[config.mk]
export PLATFORM = sky130hd
export DESIGN_NAME = data_mem_arb
export DESIGN_NICKNAME = d
export VERILOG_FILES = /design/src/rtl/data_mem_arb_pkg.sv /design/src/rtl/data_mem_arb_rr_arb2.sv /design/src/rtl/data_mem_arb.sv
export SDC_FILE = /design/constraint.sdc
export NUM_CORES = 1
export LEC_CHECK = 0
export BUFFER_PORTS_ARGS = -buffer_cell sky130_fd_sc_hd__buf_2
export CORE_MARGIN = 2
export CORE_UTILIZATION = 35
export CTS_BUF_LIST = sky130_fd_sc_hd__clkbuf_2 sky130_fd_sc_hd__clkbuf_4 sky130_fd_sc_hd__clkbuf_8
export DETAILED_ROUTE_END_ITERATION = 10
export MAX_ROUTING_LAYER = met4
export PLACE_DENSITY = 0.67
export SYNTH_ARGS = -nofsm -noshare
export SYNTH_HDL_FRONTEND = slang
export SYNTH_SLANG_ARGS = --single-unit
[constraint.sdc]
create_clock -name clk_in -period 5.07 [get_ports clk_in]
set_input_delay 1.014 -clock clk_in [delete_from_list [all_inputs] [get_ports clk_in]]
set_output_delay 1.014 -clock clk_in [all_outputs]
set_load 0.01 [all_outputs]
[src/rtl/data_mem_arb_pkg.sv]
// ---------------------------------------------------------------------------
// data_mem_arb_pkg
//
// Purpose:
//   Shared constants for the data-memory arbiter slice: the FSM state
//   encoding, the default memory-wait timeout, the default data width and
//   the width of the busy-cycle counter.
//
// Contents:
//   arb_state_t      IDLE=2'd0, BUSY=2'd1, RESP=2'd2
//   DEFAULT_TIMEOUT  default number of BUSY cycles before giving up on memory
//   DEFAULT_XLEN     default address/data width
//   CNT_W            counter width; 8 bits covers the full TIMEOUT range 2..255
// ---------------------------------------------------------------------------
package data_mem_arb_pkg;

  // One transaction in flight: wait for a request, talk to memory, answer.
  typedef enum logic [1:0] {
    IDLE = 2'd0,
    BUSY = 2'd1,
    RESP = 2'd2
  } arb_state_t;

  localparam int DEFAULT_TIMEOUT = 16;
  localparam int DEFAULT_XLEN    = 32;
  localparam int CNT_W           = 8;

endpackage

[src/rtl/data_mem_arb_rr_arb2.sv]
// ---------------------------------------------------------------------------
// rr_arb2
//
// Purpose:
//   Purely combinational two-way round-robin selector. A lone request always
//   wins; when both requesters ask at once, the one that was NOT granted last
//   time wins.
//
// Ports:
//   req0, req1   request lines (0 = core LSU, 1 = debug/DMA)
//   last_grant   index of the requester granted most recently
//   grant_valid  at least one request is present
//   grant_idx    index of the winner (only meaningful with grant_valid)
// ---------------------------------------------------------------------------
module rr_arb2 (
  input  logic req0,
  input  logic req1,
  input  logic last_grant,
  output logic grant_valid,
  output logic grant_idx
);

  // On a tie the winner is the complement of the last grant, which gives
  // strict alternation under continuous contention.
  always_comb begin
    grant_valid = req0 | req1;
    grant_idx   = 1'b0;
    if (req0 && req1) begin
      grant_idx = ~last_grant;
    end else if (req1) begin
      grant_idx = 1'b1;
    end
  end

endmodule

[src/rtl/data_mem_arb.sv]
// ---------------------------------------------------------------------------
// data_mem_arb
//
// Purpose:
//   Arbitrates two requesters (core LSU on port 0, debug/DMA on port 1) onto
//   a single data-memory port. One transaction is in flight at a time:
//     IDLE - pick a winner round-robin and latch its write/addr/data
//     BUSY - present the latched request to memory until mem_ready_in or
//            until TIMEOUT cycles have passed
//     RESP - one-cycle ready pulse (plus err/data) back to the winner
//   The memory-side outputs come only from registers, so there is no
//   combinational path from the requester inputs to the memory port.
//
// Parameters:
//   XLEN     address/data width
//   TIMEOUT  max BUSY cycles waiting on mem_ready_in (2..255)
//
// Ports:
//   clk_in, rst_in                      clock (rising edge), async active-high reset
//   req{0,1}_valid_in/_write_in         request present / 1 = store
//   req{0,1}_addr_in/_data_in           address / store data
//   req{0,1}_ready_out                  one-cycle completion pulse
//   req{0,1}_err_out                    timeout flag, valid with ready
//   req{0,1}_data_out                   load data, valid with ready
//   mem_valid_out/_write_out            request to data memory
//   mem_addr_out/_data_out              latched address / store data
//   mem_ready_in, mem_data_in           completion and load data from memory
// ---------------------------------------------------------------------------
module data_mem_arb
  import data_mem_arb_pkg::*;
#(
  parameter int XLEN    = DEFAULT_XLEN,
  parameter int TIMEOUT = DEFAULT_TIMEOUT
) (
  input  logic            clk_in,
  input  logic            rst_in,

  input  logic            req0_valid_in,
  input  logic            req0_write_in,
  input  logic [XLEN-1:0] req0_addr_in,
  input  logic [XLEN-1:0] req0_data_in,
  output logic            req0_ready_out,
  output logic            req0_err_out,
  output logic [XLEN-1:0] req0_data_out,

  input  logic            req1_valid_in,
  input  logic            req1_write_in,
  input  logic [XLEN-1:0] req1_addr_in,
  input  logic [XLEN-1:0] req1_data_in,
  output logic            req1_ready_out,
  output logic            req1_err_out,
  output logic [XLEN-1:0] req1_data_out,

  output logic            mem_valid_out,
  output logic            mem_write_out,
  output logic [XLEN-1:0] mem_addr_out,
  output logic [XLEN-1:0] mem_data_out,
  input  logic            mem_ready_in,
  input  logic [XLEN-1:0] mem_data_in
);

  // Counter value on the last BUSY cycle we are willing to wait.
  localparam logic [CNT_W-1:0] CNT_LAST = CNT_W'(TIMEOUT - 1);

  arb_state_t       state_q;
  arb_state_t       state_d;

  logic [CNT_W-1:0] cnt_q;
  logic             timeout_hit;

  // last_grant_q is the round-robin pointer (resets to 1 so port 0 wins the
  // first tie); grant_idx_q selects which port gets the response pulse.
  logic             last_grant_q;
  logic             grant_idx_q;

  logic             lat_write_q;
  logic [XLEN-1:0]  lat_addr_q;
  logic [XLEN-1:0]  lat_data_q;

  logic [XLEN-1:0]  resp_data_q;
  logic             resp_err_q;

  logic             arb_valid;
  logic             arb_idx;

  rr_arb2 u_rr_arb2 (
    .req0        (req0_valid_in),
    .req1        (req1_valid_in),
    .last_grant  (last_grant_q),
    .grant_valid (arb_valid),
    .grant_idx   (arb_idx)
  );

  assign timeout_hit = (cnt_q == CNT_LAST);

  // State register. Reset abandons any transaction in flight immediately.
  always_ff @(posedge clk_in or posedge rst_in) begin
    if (rst_in) begin
      state_q <= IDLE;
    end else begin
      state_q <= state_d;
    end
  end

  // Next-state logic. mem_ready_in is checked before the timeout so that a
  // completion on the final allowed cycle still counts as a normal one.
  always_comb begin
    state_d = state_q;
    case (state_q)
      IDLE: begin
        if (arb_valid) begin
          state_d = BUSY;
        end
      end
      BUSY: begin
        if (mem_ready_in || timeout_hit) begin
          state_d = RESP;
        end
      end
      RESP: begin
        state_d = IDLE;
      end
      default: begin
        state_d = IDLE;
      end
    endcase
  end

  // Request latch, round-robin pointer, busy counter and response register.
  // The counter restarts at zero on every grant so each BUSY phase gets the
  // full TIMEOUT window; load data is captured for stores too.
  always_ff @(posedge clk_in or posedge rst_in) begin
    if (rst_in) begin
      cnt_q        <= '0;
      last_grant_q <= 1'b1;
      grant_idx_q  <= 1'b0;
      lat_write_q  <= 1'b0;
      lat_addr_q   <= '0;
      lat_data_q   <= '0;
      resp_data_q  <= '0;
      resp_err_q   <= 1'b0;
    end else begin
      case (state_q)
        IDLE: begin
          if (arb_valid) begin
            cnt_q        <= '0;
            last_grant_q <= arb_idx;
            grant_idx_q  <= arb_idx;
            lat_write_q  <= arb_idx ? req1_write_in : req0_write_in;
            lat_addr_q   <= arb_idx ? req1_addr_in  : req0_addr_in;
            lat_data_q   <= arb_idx ? req1_data_in  : req0_data_in;
          end
        end
        BUSY: begin
          if (mem_ready_in) begin
            resp_data_q <= mem_data_in;
            resp_err_q  <= 1'b0;
          end else if (timeout_hit) begin
            resp_data_q <= '0;
            resp_err_q  <= 1'b1;
          end else begin
            cnt_q <= cnt_q + CNT_W'(1);
          end
        end
        default: begin
        end
      endcase
    end
  end

  // Outputs. Memory side is driven purely from the latched fields; the
  // response pulse goes only to the granted port while both ports share the
  // same response data bus.
  always_comb begin
    mem_valid_out  = (state_q == BUSY);
    mem_write_out  = lat_write_q;
    mem_addr_out   = lat_addr_q;
    mem_data_out   = lat_data_q;

    req0_ready_out = (state_q == RESP) && !grant_idx_q;
    req1_ready_out = (state_q == RESP) &&  grant_idx_q;
    req0_err_out   = (state_q == RESP) && !grant_idx_q && resp_err_q;
    req1_err_out   = (state_q == RESP) &&  grant_idx_q && resp_err_q;
    req0_data_out  = resp_data_q;
    req1_data_out  = resp_data_q;
  end

endmodule

==> impl_metrics.json <==
{
  "power.combinational.fraction_pct": 43.9,
  "worst_path_dominant_cell_family": "compound AO/OA/AOI/OAI gates",
  "internal-power_mw": 2.23,
  "cts_setup_buffers": 0,
  "cts_max_path_buffers": 2,
  "layout_cells_excl_fill": 899,
  "crit_path_cell_chain": "buf_2, o21ai_4, buf_12, o21ai_0",
  "headroom_to_the_max_slew_limit_pct": 16.5,
  "worst-endpoint-required_ns": 5.31,
  "worst_ep_arrival_time_ns": 2.64,
  "number_of_nets_produced_by_synthesis": 626,
  "slew_viol_final": 0,
  "drt_first_iter_violations": 151,
  "slack_of_the_worst_reg_to_reg_path_ns": 3.01,
  "worst_hold_path.num_cells": 2,
  "finalCriticalPeriod_ns": 2.40,
  "hold_viol": 0,
  "crit_path_max_fanout": 71,
  "fin_setup_tns_ns": 0,
  "die_height_um": 124,
  "boundaryPins": 301,
  "clkTransAtPathRegs_ns": 0.09,
  "layout-drive-gt1-share_pct": 46.7,
  "power.share.clock_pct": 14.5,
  "numPortBuffers": 300,
  "crit_start": "req1_valid_in",
  "track_usage_pct": 17.2,
  "drc": 0,
  "grt_first_pass_wirelength_mm": 19.6,
  "run_status": "finished, final reports clean",
  "fin_crit_sh_pct": 47.3,
  "worst-r2r-cell-count": 3,
  "cts_hold_buf": 0,
  "max_slew.worst_pin.slew_ns": 1.25,
  "synth_seq_area_share_pct": 55.0,
  "firstDrtPassIters": 4,
  "synth.avg_cell_area_sq_um": 10.9,
  "clkLatencyLatePin_ns": 0.37,
  "startpoint_to_endpoint_class_of_the_critical_path": "in2reg",
  "worstReg2RegEnd": "req0_data_out[25]$_DFFE_PP0P_",
  "antenna-diode-count": 0,
  "cap_viol_max_count": 0,
  "worstHoldPathType": "reg2reg",
  "worst_clock_skew_ns": 0.00936,
  "unrepaired_setup_endpoints_after_global_routing": "no",
  "final_antenna_net_count": 0,
  "cts.htree.levels": 3,
  "timing.critical_path.to_type": "flip-flop",
  "switchingPower_mw": 1.47,
  "cts_sinks": 110,
  "netlist_area_sq_um": 5010,
  "via_count_of_the_first_global_routing_pass": 4046,
  "cts_resized": 0,
  "worst_path_largest_cell_delay_ns": 0.94,
  "max_freq_mhz": 417,
  "setup_viol": 0,
  "static-leakage-power_nw": 3.62,
  "initial_utilization_pct": 35.9,
  "cts_root_buffer": "sky130_fd_sc_hd__clkbuf_8",
  "synth_warnings": 0,
  "crit_slowest_cell": "sky130_fd_sc_hd__o21ai_4",
  "timing.critical_path.from_type": "input pin",
  "die-width_um": 124,
  "synth_largest_area_cell": "sky130_fd_sc_hd__dfrtp_1",
  "critical_path_buf_inv_count": 2,
  "worst_ir_drop_on_vdd_mv": 0.201,
  "layout_commonest_cell": "sky130_fd_sc_hd__buf_2",
  "placed_cells_incl_taps": 883,
  "gp_congestion": 0.769,
  "reg2reg_from": "state_q[1]$_DFFE_PP0P_",
  "synthesis.instances": 458,
  "layout_common_cells": "sky130_fd_sc_hd__buf_2, sky130_fd_sc_hd__dfrtp_1, sky130_fd_sc_hd__nand2_1",
  "antenna_violations_before_repair": 0,
  "dieArea_sq_um": 15300,
  "tritoncts.num_buffers": 9,
  "switching_share_pct": 39.8,
  "place_hpwl_mm": 10.3,
  "num_rows": 43,
  "tritoncts_clock_tree": "yes",
  "synthTopCellsByArea": "sky130_fd_sc_hd__dfrtp_1, sky130_fd_sc_hd__mux2i_1, sky130_fd_sc_hd__o21ai_0, sky130_fd_sc_hd__a22o_1, sky130_fd_sc_hd__nand2_1",
  "synth_cell_type_count": 36,
  "vias_per_cell": 4.70,
  "worst_hold_path.endpoint": "mem_data_out[17]$_DFFE_PP0P_",
  "globalRoute.totalOverflow": 0,
  "detail_route.wl_per_cell_um": 14.8,
  "drt-total-wl_mm": 13.4,
  "fin_nets": 882,
  "pin_count_of_the_biggest_net_entering_global_routing": 75,
  "power_per_cell_area_nw_per_um2": 557,
  "core_sq_um": 13900,
  "routed-via-count": 4228,
  "synth_to_final_area_change_pct": 32.7,
  "yosys.area.top_type_share_pct": 54.5,
  "p_seq_share_pct": 41.5,
  "hold_path_startpoint": "mem_data_out[17]$_DFFE_PP0P_",
  "ys_seq_elements": 110
}
cell families after synthesis:
family	count (synthesis)	share of synthesized area [%]
simple gates	98	8.72
mux	67	13.4
buf+inv	64	7.55
flops	110	55.0
compound gates	118	15.0
fa+ha+maj	1	0.250
worst max-delay path by stage:
stage | endpoint | slack (ns) | depth (start not counted)
6_report | mem_data_out[4]$_DFFE_PP0P_ | 2.67 | 4
5_1_grt | mem_data_out[1]$_DFFE_PP0P_ | 2.48 | 5
4_1_cts | req0_ready_out | 2.68 | 3
3_5_place_dp | mem_addr_out[3]$_DFFE_PP0P_ | 2.27 | 4
3_3_place_gp | mem_addr_out[3]$_DFFE_PP0P_ | 2.36 | 4
2_1_floorplan | cnt_q[0]$_DFFE_PP0P_ | 1.16 | 1
cells in the mapped netlist:
master / instances
sky130_fd_sc_hd__dfrtp_1: 109
sky130_fd_sc_hd__nand2_1: 71
sky130_fd_sc_hd__o21ai_0: 68
sky130_fd_sc_hd__mux2i_1: 66
sky130_fd_sc_hd__a22o_1: 33
sky130_fd_sc_hd__buf_4: 33
sky130_fd_sc_hd__clkbuf_1: 16
sky130_fd_sc_hd__buf_2: 11
sky130_fd_sc_hd__nand3_1: 5
sky130_fd_sc_hd__a21oi_1: 4
sky130_fd_sc_hd__inv_1: 4
sky130_fd_sc_hd__and3_1: 3
sky130_fd_sc_hd__nor2_1: 3
sky130_fd_sc_hd__nor2b_1: 3
sky130_fd_sc_hd__a211o_1: 2
sky130_fd_sc_hd__a31oi_1: 2
sky130_fd_sc_hd__and2_1: 2
sky130_fd_sc_hd__and3_2: 2
sky130_fd_sc_hd__nor3_1: 2
sky130_fd_sc_hd__o21ai_1: 2
sky130_fd_sc_hd__o21ai_2: 2
sky130_fd_sc_hd__a21boi_1: 1
sky130_fd_sc_hd__a21o_1: 1
sky130_fd_sc_hd__a21o_2: 1
sky130_fd_sc_hd__and4_2: 1
sky130_fd_sc_hd__dfstp_2: 1
sky130_fd_sc_hd__ha_1: 1
sky130_fd_sc_hd__mux2_1: 1
sky130_fd_sc_hd__nor2_2: 1
sky130_fd_sc_hd__nor2_4: 1
sky130_fd_sc_hd__nor3b_1: 1
sky130_fd_sc_hd__o21a_1: 1
sky130_fd_sc_hd__o21a_4: 1
sky130_fd_sc_hd__or2_2: 1
sky130_fd_sc_hd__or3_1: 1
sky130_fd_sc_hd__or4_4: 1
metrics by stage:
step | area, sq um | worst slack [ns] | util [%] | hold WS, ns | power (mW)
6_report | 6650 | 2.67 | 47.7 | 0.483 | 3.70
5_1_grt | 6650 | 2.48 | 47.7 | 0.511 | 4.01
4_1_cts | 6650 | 2.68 | 47.7 | 0.490 | 3.76
3_5_place_dp | 6440 | 2.27 | 46.3 | 0.465 | 3.21
3_3_place_gp | 6440 | 2.36 | 46.3 | 0.458 | 3.16
2_1_floorplan | 5010 | 1.16 | - | 0.476 | 2.58
power by group through the flow:
| stage | registers, mW | clock network, mW | logic, mW |
|---|---|---|---|
| 3_5_place_dp | 1.55 | 0 | 1.66 |
| 3_3_place_gp | 1.54 | 0 | 1.62 |
| 6_report | 1.54 | 0.538 | 1.63 |
| 4_1_cts | 1.54 | 0.563 | 1.66 |
| 2_1_floorplan | 1.69 | 0 | 0.889 |
| 5_1_grt | 1.59 | 0.601 | 1.82 |
cell type report:
type	count	area [sq um]
Multi-Input combinational cell	284	1900
Fill cell	1317	7290
Clock inverter	4	47.5
Inverter	4	17.5
Tap cell	180	225
Clock buffer	12	153
Sequential cell	110	2750
Timing Repair Buffer	305	1550
layer usage:
| metal | track usage (%) | routed length [um] | vias to the layer above |
|---|---|---|---|
| met4 | 6.18 | 133 | 0 |
| met1 | 19.4 | 5510 | 1942 |
| met3 | 3.43 | 983 | 8 |
| met5 | - | 0 | - |
| met2 | 30.2 | 6720 | 193 |
| li1 | - | - | 2085 |
tightest hold or removal path, cell delays in order, from the launching register on:
cell and delay, ns:
sky130_fd_sc_hd__dfrtp_1 0.35, sky130_fd_sc_hd__nand2_1 0.04, sky130_fd_sc_hd__o21ai_0 0.06
registers in the layout, indices dropped and copies added, names as in the netlist:
signal         count
mem_addr_out      32
mem_write_out      1
req0_data_out     32
cnt_q              8
grant_idx_q        1
last_grant_q       1
mem_data_out      32
resp_err_q         1
state_q            2
No activity file was read; power rests on OpenSTA's default activity.
